`src/rtl/bpsk_correlator_demod_pkg.sv`:
```
// Shared definitions for the BPSK correlator demodulator: accumulator sizing
// and the decision-mode encoding.
package bpsk_correlator_demod_pkg;

  typedef enum logic {
    MODE_COHERENT     = 1'b0,
    MODE_DIFFERENTIAL = 1'b1
  } decision_mode_e;

  // Product width plus enough growth bits to sum one symbol's worth of products.
  function automatic int unsigned acc_width(input int unsigned sample_width,
                                            input int unsigned amp_width,
                                            input int unsigned samples_per_symbol);
    return sample_width + amp_width + $clog2(samples_per_symbol);
  endfunction

endpackage

```
`src/rtl/carrier_sine_rom.sv`:
```
// Reference-carrier sine table, filled at elaboration, read combinationally by phase.
module carrier_sine_rom #(
  parameter int SAMPLES_PER_SYMBOL = 32,
  parameter int AMP_WIDTH          = 8,
  localparam int unsigned PHASE_WIDTH = $clog2(SAMPLES_PER_SYMBOL)
) (
  input  logic [PHASE_WIDTH-1:0]      phase,
  output logic signed [AMP_WIDTH-1:0] amp
);

  localparam real PI      = 3.14159265358979323846;
  localparam real AMP_MAX = real'((2 ** (AMP_WIDTH - 1)) - 1);

  logic signed [AMP_WIDTH-1:0] rom [SAMPLES_PER_SYMBOL];

  // Round to nearest, ties away from zero.
  for (genvar p = 0; p < SAMPLES_PER_SYMBOL; p++) begin : g_rom
    localparam real VAL = AMP_MAX * $sin(2.0 * PI * real'(p) / real'(SAMPLES_PER_SYMBOL));
    localparam int  RND = (VAL >= 0.0) ? $rtoi(VAL + 0.5) : -$rtoi(0.5 - VAL);
    assign rom[p] = AMP_WIDTH'(RND);
  end

  assign amp = rom[phase];

endmodule

```
`src/rtl/bpsk_correlator_demod.sv`:
```
// Correlates incoming samples against a stored sine carrier over one symbol
// and decides the bit (coherent or differential) into a one-entry output register.
module bpsk_correlator_demod
  import bpsk_correlator_demod_pkg::*;
#(
  parameter int SAMPLE_WIDTH       = 8,
  parameter int AMP_WIDTH          = 8,
  parameter int SAMPLES_PER_SYMBOL = 32,
  parameter int DIFFERENTIAL       = 0,
  localparam int unsigned ACC_WIDTH = acc_width(SAMPLE_WIDTH, AMP_WIDTH, SAMPLES_PER_SYMBOL)
) (
  input  logic                           clock,
  input  logic                           reset,
  input  logic                           sample_valid,
  input  logic signed [SAMPLE_WIDTH-1:0] sample,
  input  logic                           symbol_start,
  input  logic                           symbol_ready,
  output logic                           symbol_valid,
  output logic                           symbol_bit,
  output logic signed [ACC_WIDTH-1:0]    symbol_metric,
  output logic                           overrun
);

  localparam int unsigned PW = $clog2(SAMPLES_PER_SYMBOL);
  localparam logic [PW-1:0] LAST_PHASE = PW'(SAMPLES_PER_SYMBOL - 1);
  localparam decision_mode_e MODE = (DIFFERENTIAL != 0) ? MODE_DIFFERENTIAL : MODE_COHERENT;

  logic [PW-1:0]                phase;
  logic [PW-1:0]                rom_phase_c;
  logic signed [AMP_WIDTH-1:0]  amp_c;
  logic signed [ACC_WIDTH-1:0]  acc;
  logic signed [ACC_WIDTH-1:0]  prod_c;
  logic signed [ACC_WIDTH-1:0]  total_c;
  logic                         prev_raw;
  logic                         raw_c;
  logic                         bit_c;

  // A resync sample is phase 0 regardless of where the counter was.
  assign rom_phase_c = symbol_start ? '0 : phase;

  carrier_sine_rom #(
    .SAMPLES_PER_SYMBOL (SAMPLES_PER_SYMBOL),
    .AMP_WIDTH          (AMP_WIDTH)
  ) u_rom (
    .phase (rom_phase_c),
    .amp   (amp_c)
  );

  always_comb begin
    prod_c  = ACC_WIDTH'(sample) * ACC_WIDTH'(amp_c);
    total_c = acc + prod_c;
    raw_c   = total_c[ACC_WIDTH-1];
    bit_c   = (MODE == MODE_DIFFERENTIAL) ? (raw_c ^ prev_raw) : raw_c;
  end

  always_ff @(posedge clock or posedge reset) begin
    if (reset) begin
      phase         <= '0;
      acc           <= '0;
      prev_raw      <= 1'b0;
      symbol_valid  <= 1'b0;
      symbol_bit    <= 1'b0;
      symbol_metric <= '0;
      overrun       <= 1'b0;
    end else begin
      overrun <= 1'b0;
      if (symbol_valid && symbol_ready) symbol_valid <= 1'b0;
      if (sample_valid) begin
        if (symbol_start) begin
          phase <= PW'(1);
          acc   <= prod_c;
        end else if (phase == LAST_PHASE) begin
          phase    <= '0;
          acc      <= '0;
          prev_raw <= raw_c;
          // A held, unaccepted symbol wins; the new one is dropped and flagged.
          if (!symbol_valid || symbol_ready) begin
            symbol_valid  <= 1'b1;
            symbol_bit    <= bit_c;
            symbol_metric <= total_c;
          end else begin
            overrun <= 1'b1;
          end
        end else begin
          phase <= phase + PW'(1);
          acc   <= total_c;
        end
      end
    end
  end

endmodule

```
`config.mk`:
```
export PLATFORM = sky130hd
export DESIGN_NAME = bpsk_correlator_demod
export DESIGN_NICKNAME = d
export VERILOG_FILES = /design/src/rtl/bpsk_correlator_demod_pkg.sv /design/src/rtl/carrier_sine_rom.sv /design/src/rtl/bpsk_correlator_demod.sv
export SDC_FILE = /design/constraint.sdc
export NUM_CORES = 1
export LEC_CHECK = 0
export CORE_ASPECT_RATIO = 1.25
export CORE_MARGIN = 2
export CORE_UTILIZATION = 55
export CTS_BUF_LIST = sky130_fd_sc_hd__clkbuf_8
export CTS_CLUSTER_DIAMETER = 120
export DETAILED_ROUTE_END_ITERATION = 8
export PLACE_DENSITY = 0.86
export SYNTH_ARGS = -nofsm -noshare
export SYNTH_HDL_FRONTEND = slang
export SYNTH_SLANG_ARGS = --single-unit
```
`constraint.sdc`:
```
create_clock -name clock -period 9.5 [get_ports clock]
set_input_delay 1.9 -clock clock [delete_from_list [all_inputs] [get_ports clock]]
set_output_delay 1.9 -clock clock [all_outputs]
set_load 0.02 [all_outputs]
```
* Word level (Yosys, flattened, before mapping)
Memory sizes are Yosys's and may differ from the RTL's.
Cells that the tools add are included.
** Storage, ports and cells
- Flip-flop bits (word level) :: 50
- Memories kept :: 1
- Logic and storage cells :: 34
- Output and inout port bits :: 24
- ROM bits :: 256
** Memory list
- (no name shown) :: words 32, width 8, rd ports 1, clocked after Yosys merged registers in 0, write ports 0, RTL line carrier_sine_rom.sv:23 : assign amp = rom[phase];
** Cells by class
- $lt $le $gt $ge :: 1
- Add/subtract/negate cells :: 2
- Reductions and logical operators :: 4
- Multipliers :: 1
- Muxes and demuxes :: 16
- Bitwise operators :: 2
- Equality and inequality tests :: 1
** Operators with widths (count)
- two-way mux 21 bit :: 2
- adder 21 x 16 -> 21 bit :: 1
- multiplier 8 x 8 -> 16 bit :: 1
- two-way mux 8 bit :: 2
- two-way mux 5 bit :: 3
- two-way mux 1 bit :: 9
- greater-or-equal comparator 6 bit, second input constant :: 1
- NOT 5 -> 6 bit :: 1
- adder 5 x 1 -> 5 bit, second input constant :: 1
- == test 5 bit, second input constant :: 1
- AND reduction 4 bit :: 1
- logical AND 1 bit :: 1
- logical NOT 1 bit :: 1
- logical OR 1 bit :: 1
- NOT 1 bit :: 1

* Longest topological paths before layout
Gate-level depths: netlist of run 1.
- Depth after elaboration :: 9
- Mapped depth :: 37
- Mapped depth without buffers :: 36

* Hierarchy
Synthesis of run 1 repeated with hierarchy kept, for this count alone.
** Unflattened totals
- Cell total of the unflattened synthesis :: 728
- Area, all modules :: 6243.5 um2
** Modules (own cells, without submodules)
- bpsk_correlator_demod :: area each 5765.5 um2, instances 1, cells an instance 665
- carrier_sine_rom :: area each 478.0 um2, instances 1, cells an instance 63

* Worst setup path after synthesis of run 1
OpenSTA, ideal clock, no wires.
- Kind :: input-to-reg
- Start :: input port symbol_start
- End :: register acc[20]
- Slack :: 0.688 ns
- Stages :: 31
- Arrival :: 8.681 ns
- Required time :: 9.369 ns
- Path through :: clkinv_1 > nand2_1 > inv_1 > ha_1 > or3_1 > o2111ai_1 > o31ai_1 > o21ai_1 > nand2_1 > fa_1 > inv_1 > fa_1 > fa_1 > inv_1 > fa_1 > inv_1 > ha_1 > a21oi_1 > o21ai_1 > a21oi_2 > a21oi_2 > xnor2_2 > ha_1 > a21oi_1 > o21ai_0 > a21oi_1 > nand2_1 > a21o_1 > and4b_2 > nor4_1 > o21ai_1
** Between the ends
- Longest elaborated chain between the ends :: 9
** RTL lines
- start, declared :: RTL line bpsk_correlator_demod.sv:16 : input logic symbol_start,
- two-way mux 5 bit :: RTL line bpsk_correlator_demod.sv:39 : assign rom_phase_c = symbol_start ? '0 : phase;
- NOT 5 -> 6 bit (implied by the code) :: RTL line carrier_sine_rom.sv:23
- memory read (32 x 8 bit)
- two-way mux 8 bit (implied by the code) (2 in a row) :: RTL line carrier_sine_rom.sv:23
- multiplier 8 x 8 -> 16 bit :: RTL line bpsk_correlator_demod.sv:50 : prod_c = ACC_WIDTH'(sample) * ACC_WIDTH'(amp_c);
- adder 21 x 16 -> 21 bit :: RTL line bpsk_correlator_demod.sv:51 : total_c = acc + prod_c;
- two-way mux 21 bit :: RTL line bpsk_correlator_demod.sv:72 : end else if (phase == LAST_PHASE) begin
- two-way mux 21 bit (*) :: RTL line bpsk_correlator_demod.sv:69 : if (symbol_start) begin
- end signal, assigned :: RTL line bpsk_correlator_demod.sv:71 : acc <= prod_c;
- end signal, assigned :: RTL line bpsk_correlator_demod.sv:86 : acc <= total_c;
- end, declared :: RTL line bpsk_correlator_demod.sv:31 : logic signed [ACC_WIDTH-1:0] acc;
Mark *: on every way between the ends. The rest lies on a longest branch, timed or not. The select of a mux whose other input is x is not followed.
A chain may end at the register's enable or synchronous reset.

* Worst setup path in the final report of run 1
- Start :: input port symbol_start
- End :: register acc[17]
The elaborated chain is that of the path after synthesis.

==> impl_results.md, run 1 <==
* Drt first pass iters at 5
* Static leakage at 3.25 nW
* Overall Global Routing Usage at 22.1%
* CTS Buffer Depth at 2
* Setup CP Type: in -> reg
* R2r setup slk at 1.95 ns
* Gr ovfl total at 0
* Final min period at 9.12 ns
* Post-synth EDFFs at 0
* Antenna cells at 0
* Clock sink count at 49
* WL/cell at 14.3 um
* Crit-path max cell delay at 0.53 ns
* Die area at 12000 um2
* Max Cap Violations at 0
* CP required at 9.71 ns
* Cell repeated most along the worst path: inv_1
* Die width at 98.4 um
* Post-Syn Area at 6130 um2
* Netlist cell types at 60
* Final setup TNS at 0 ns
* Post-synthesis sequential area ratio at 20.0%
* Crit-path leading delay family: adder cells
* Row Count at 43
* Number of global-route vias before repair at 4969
* CP Depth at 38
* HPWL Detailed at 10200 um
* Vias at 5013
* Worst Setup EP: acc[17]
* Fillcell total at 929
* Clk Latency, worst-skew pair at 0.32 ns
* Drt initial violations at 220
* Initial antenna violation count at 0
* Crit. End Element: flip-flop
* Startpoint types: input pin
* FF-to-FF End: acc[17]
* CTS tree: done
* Fraction of layout cells with a size suffix above 1 at 6.28%
* Routed WL at 12800 um
* Pre-CTS setup slack at 0.0396 ns
* Mapped Nets at 862
* Relative slew margins at 18.1%
* Most used DFF post-synth: dfrtp_1
* Chip height at 122 um
* Worst-path clk slew at 0.09 ns
* YS warnings at 0
* CTS H-tree depth at 2
* Worst Max-Slew Pin Slew at 1.22 ns
* Tcrit/Tclk final at 96.0%
* Status: complete, no violations
* P&R area growth vs syn at 11.0%
* Drt drc at 0
* CORE AREA at 11000 um2
* RSZ-0062 raised after global routing: true
* Hold Path Class: reg -> reg
* Final Hold Fails at 0
* Register bit total from synthesis at 49
* Fmax achieved at 110 MHz
* # setup viols final at 0
* Crit path buf inv count at 10
* Async SR Flop Fraction at 100%
* First-pass GRT wire length at 21900 um
* Reg2reg start: phase[0]
* Vias/cell at 5.58
* Setup Skew at 0.0114 ns
* Total CTS buffers at 5
* Data arrival, critical path at 9.33 ns
* Most common cell after layout, fill and taps aside: inv_1
* Crit path max-delay cell type: fa_1
* Power Dens Cells at 386 nW/um2
* Largest net degree at the start of global routing at 50
* CTS root buf: clkbuf_8
* Synthesized area per cell at 8.39 um2
* Top Ports at 37
* WHS at 0.476 ns
* Cells after synthesis at 731
* VDD IR max at 0.197 mV
* Port buffer count at 36
* Final ANT Viol Nets at 0
* Worst setup margin at 0.380 ns
* Max-slew violations at 0
* Initial Util at 55.8%
* Worst R2R Path Depth at 35
* Routability cong. at 0.961
* Most frequent cells in the layout: inv_1, nand2_1, ha_1
* CP Max Fanout at 7
* Launch point of the worst path: symbol_start
* Final #Nets at 894
## layer usage
| metal | wire (um) | vias to the layer above | track usage [%] |
|---|---|---|---|
| met1 | 5460 | 2390 | 27.1 |
| met3 | 531 | 27 | 2.01 |
| met5 | 0 | - | 0 |
| met2 | 6480 | 141 | 39.4 |
| li1 | - | 2455 | - |
| met4 | 367 | 0 | 9.85 |
## Yosys cell counts (all sizes together) (3+ instances only)
cell | n | area, um2
nor2 | 54 | 203
and3 | 4 | 25.0
buf | 5 | 26.3
clkbuf | 19 | 72.6
dfrtp | 49 | 1230
mux2i | 4 | 40.0
o31ai | 3 | 22.5
and2 | 33 | 208
nand3 | 5 | 25.0
nand2b | 7 | 43.8
xor2 | 10 | 87.6
a211oi | 5 | 52.6
o21bai | 4 | 30.0
o21ai | 38 | 190
nand4 | 3 | 18.8
nor2b | 22 | 138
or2 | 3 | 18.8
fa | 56 | 1120
nand2 | 97 | 364
ha | 62 | 776
a22oi | 13 | 97.6
a21o | 8 | 60.1
o22ai | 3 | 18.8
inv | 101 | 379
a31oi | 4 | 25.0
xnor2 | 28 | 253
a21oi | 54 | 289
o211ai | 4 | 45.1
o21a | 6 | 45.0
## cells by family (layout without fill, tap and decap cells)
family,after synthesis,in the layout,synth area share (%)
xor gates and xnor gates,38,38,5.55
buffers and inverters,127,160,7.92
DFF,49,49,20.0
AOI/OAI and AO/OA,154,154,16.1
muxes,6,6,1.02
adders and majority gates,118,118,30.9
and+or+nand+nor,239,239,18.5
## worst min-delay path by stage
stage,slack (ns),start,cells past startpoint,endpoint
finish,0.48,symbol_metric[3],2,symbol_metric[3]
global placement,0.46,symbol_metric[16],2,symbol_metric[16]
floorplan,0.46,acc[18],1,acc[18]
CTS,0.48,symbol_metric[16],2,symbol_metric[16]
global route,0.50,symbol_metric[12],2,symbol_metric[12]
detailed placement,0.46,symbol_metric[16],2,symbol_metric[16]
## cell type report
type,instances,area (um2),share of cell area (%)
clock inverters,2,33.8,0.497
clock buffers,6,82.6,1.21
well taps,135,169,2.48
inverters,103,387,5.68
repair buffers,49,458,6.73
multi-input cells,555,4450,65.4
flip-flops and latches,49,1230,18.0
## worst register-to-register path: cells and delay by family, from the launching register on
family	cells	cell delay, ns
xor gates and xnor gates	2	0.45
AOI/OAI and AO/OA	12	1.92
DFF	1	0.55
buffers and inverters	7	0.55
adders and majority gates	8	2.80
and+or+nand+nor	6	1.18
## repair_timing
item / 4_1_cts / 5_1_grt
setup endpoints to repair: 0 / 5
buffers inserted: 0 / 1
hold buffers: 0 / 0
resized for setup: 0 / 8
## where the power goes
part	total (mW)	leakage [nW]	switching, mW	internal (mW)
sequential	0.299	0.627	0.0411	0.258
combinational	2.17	2.56	1.24	0.926
clock	0.156	0.0626	0.0716	0.0848
## metrics by stage
stage | util (%) | area (um2) | power (mW) | instances
after floorplan | - | 6130 | 1.99 | 731
after global placement | 60.6 | 6650 | 2.34 | 890
after detailed placement | 60.6 | 6650 | 2.39 | 890
after CTS | 61.7 | 6770 | 2.56 | 898
after global routing | 62.0 | 6800 | 2.87 | 899
final | 62.0 | 6800 | 2.62 | 899
## registers in the layout, summed over array words and instances (netlist names)
signal         flops
overrun            1
symbol_bit         1
symbol_metric     20
acc               21
phase              5
symbol_valid       1
Power figures use the tool's default switching activity.
==> run 2, diff against run 1 <==
--- a/config.mk
+++ b/config.mk
@@ -11,6 +11,7 @@
 export CTS_BUF_LIST = sky130_fd_sc_hd__clkbuf_8
 export CTS_CLUSTER_DIAMETER = 120
 export DETAILED_ROUTE_END_ITERATION = 8
+export HOLD_SLACK_MARGIN = 0.12
 export PLACE_DENSITY = 0.86
 export SYNTH_ARGS = -nofsm -noshare
 export SYNTH_HDL_FRONTEND = slang
==> results of run 2 <==
The final DEF is identical to that of run 1; final timing and power are the same.
==> run 3, diff against run 2 <==
--- a/config.mk
+++ b/config.mk
@@ -7,12 +7,12 @@
 export LEC_CHECK = 0
 export CORE_ASPECT_RATIO = 1.25
 export CORE_MARGIN = 2
-export CORE_UTILIZATION = 55
+export CORE_UTILIZATION = 45
 export CTS_BUF_LIST = sky130_fd_sc_hd__clkbuf_8
 export CTS_CLUSTER_DIAMETER = 120
 export DETAILED_ROUTE_END_ITERATION = 8
 export HOLD_SLACK_MARGIN = 0.12
-export PLACE_DENSITY = 0.86
+export PLACE_DENSITY = 0.74
 export SYNTH_ARGS = -nofsm -noshare
 export SYNTH_HDL_FRONTEND = slang
 export SYNTH_SLANG_ARGS = --single-unit
==> run 3 against run 2 <==
Effect of this change:
- non-clock buffer count shrank 2
- register-to-register slack gained 0.08 ns
- wire length rose by 1.1%
- worst hold slack better by 0.0025 ns
- sequential share of layout area down 0.20 points
- global-route usage down 3.2 points
- cell count grew 3.8%
- critical path depth decreased by 6
- design area increased by 1.1%
- critical endpoint unchanged
==> impl_results.md, run 3 (synthesis gave the netlist of run 1 again) <==
* Status: complete, no violations
* Die area at 14600 um2
* Row Count at 47
* Crit-path leading delay family: adder cells
* Power Dens Cells at 388 nW/um2
* Max reg flops at 21
* Routability cong. at 0.938
* Drt drc at 0
* Clk Latency, worst-skew pair at 0.32 ns
* Final min period at 8.95 ns
* WL/cell at 13.9 um
* P&R area growth vs syn at 12.2%
* Hold Path Class: reg -> reg
* CP required at 9.71 ns
* Static leakage at 3.25 nW
* Drt initial violations at 215
* Sw Pwr at 1.36 mW
* Total CTS buffers at 5
* # setup viols final at 0
* Final #Nets at 892
* Crit-path max cell delay at 0.54 ns
* CTS tree: done
* CTS H-tree depth at 2
* Vias/cell at 5.27
* CP Max Fanout at 8
* Crit. End Element: flip-flop
* Fraction of layout cells with a size suffix above 1 at 7.09%
* Gr ovfl total at 0
* CTS Buffer Depth at 2
* Antenna cells at 0
* Crit path max-delay cell type: fa_1
* Worst Max-Slew Pin Slew at 1.18 ns
* Top Ports at 37
* Tcrit/Tclk final at 94.3%
* Largest net degree at the start of global routing at 50
* Combinational power share at 82.0%
* CP Depth at 32
* Routed WL at 13000 um
* Relative slew margins at 21.0%
* Part of the power in the clock network at 6.8%
* WHS at 0.478 ns
* Worst-path clk slew at 0.09 ns
* Max Cap Violations at 0
* Data arrival, critical path at 9.17 ns
* Final ANT Viol Nets at 0
* Initial antenna violation count at 0
* CTS root buf: clkbuf_8
* Die width at 108 um
* Drt first pass iters at 4
* Internal power at 1.31 mW
* Port buffer count at 36
* Setup Skew at 0.00779 ns
* Reg power frac at 11.2%
* Vias at 4914
* Worst R2R Path Depth at 29
* Pre-CTS setup slack at 0.110 ns
* Fmax achieved at 112 MHz
* Setup CP Type: in -> reg
* Most frequent cells in the layout: inv_1, nand2_1, ha_1
* Most common cell after layout, fill and taps aside: inv_1
* First-pass GRT wire length at 22600 um
* Worst setup margin at 0.545 ns
* Max-slew violations at 0
* HPWL Detailed at 10200 um
* Startpoint types: input pin
* Most flops, register: acc
* VDD IR max at 0.224 mV
* Clock sink count at 49
* Overall Global Routing Usage at 18.8%
* Total power at 2.67 mW
* Cts hold-fix bufs at 0
* CORE AREA at 13300 um2
* Biggest regs: acc x21, symbol_metric x20, phase x5
* Initial Util at 46.1%
* Final Hold Fails at 0
* Number of global-route vias before repair at 4902
* Switching share of power at 50.9%
* Cells on Worst Hold Path at 2
* Chip height at 134 um
* Final setup TNS at 0 ns
* Crit path buf inv count at 6
==> run 3: path summary, 6_finish.rpt <==
check | slack, ns | from | endpoint
worst max-delay path | 0.55 | symbol_start | acc[17]
min in group asynchronous | 2.14 | reset | acc[15]
worst max register to register | 2.03 | phase[3] | acc[17]
worst min register to register | 0.48 | symbol_metric[9] | symbol_metric[9]
worst min-delay path | 0.48 | symbol_metric[9] | symbol_metric[9]
max in group asynchronous | 6.74 | reset | symbol_metric[5]
==> run 3: final cells by class <==
class | count | area, um2
timing repair buffer | 47 | 447
clock buffer | 5 | 68.8
inverter | 103 | 387
tap | 171 | 214
sequential | 49 | 1230
clock inverter | 3 | 68.8
fill | 1294 | 6410
multi-input combinational | 555 | 4470
==> run 3: metal layers <==
metal  up-vias  routed length, um  global-route usage, %
met5         -                  0                      0
met4         0                239                   5.27
met3        10                237                   1.40
met2        80               6780                   34.6
met1      2374               5730                   23.6
li1       2450                  -                      -
==> run 3: through the flow <==
stage                     instance area, um2  util [%]  std cells
after floorplan                         6130         -        731
after global placement                  6670      50.2        923
after detailed placement                6670      50.2        923
after CTS                               6810      51.2        931
after global routing                    6880      51.8        933
final                                   6880      51.8        933
==> run 3: tightest hold or removal path, cell delays in order, from the launching register on <==
cell     delay (ns)
dfrtp_1        0.35
nand2_1        0.05
nand2_1        0.05
==> run 3: power by group through the flow <==
stage          clock network, mW  logic (mW)  registers, mW
6_report                   0.182        2.19          0.298
4_1_cts                    0.187        2.10          0.297
5_1_grt                    0.191        2.48          0.306
3_3_place_gp                   0        2.07          0.300
2_1_floorplan                  0        1.71          0.285
3_5_place_dp                   0        2.08          0.300
==> run 3: what timing repair did <==
item	CTS	global route
hold endpoints to repair	0	0
buffers inserted	0	2
setup endpoints to repair	0	6
gates resized for setup	0	17
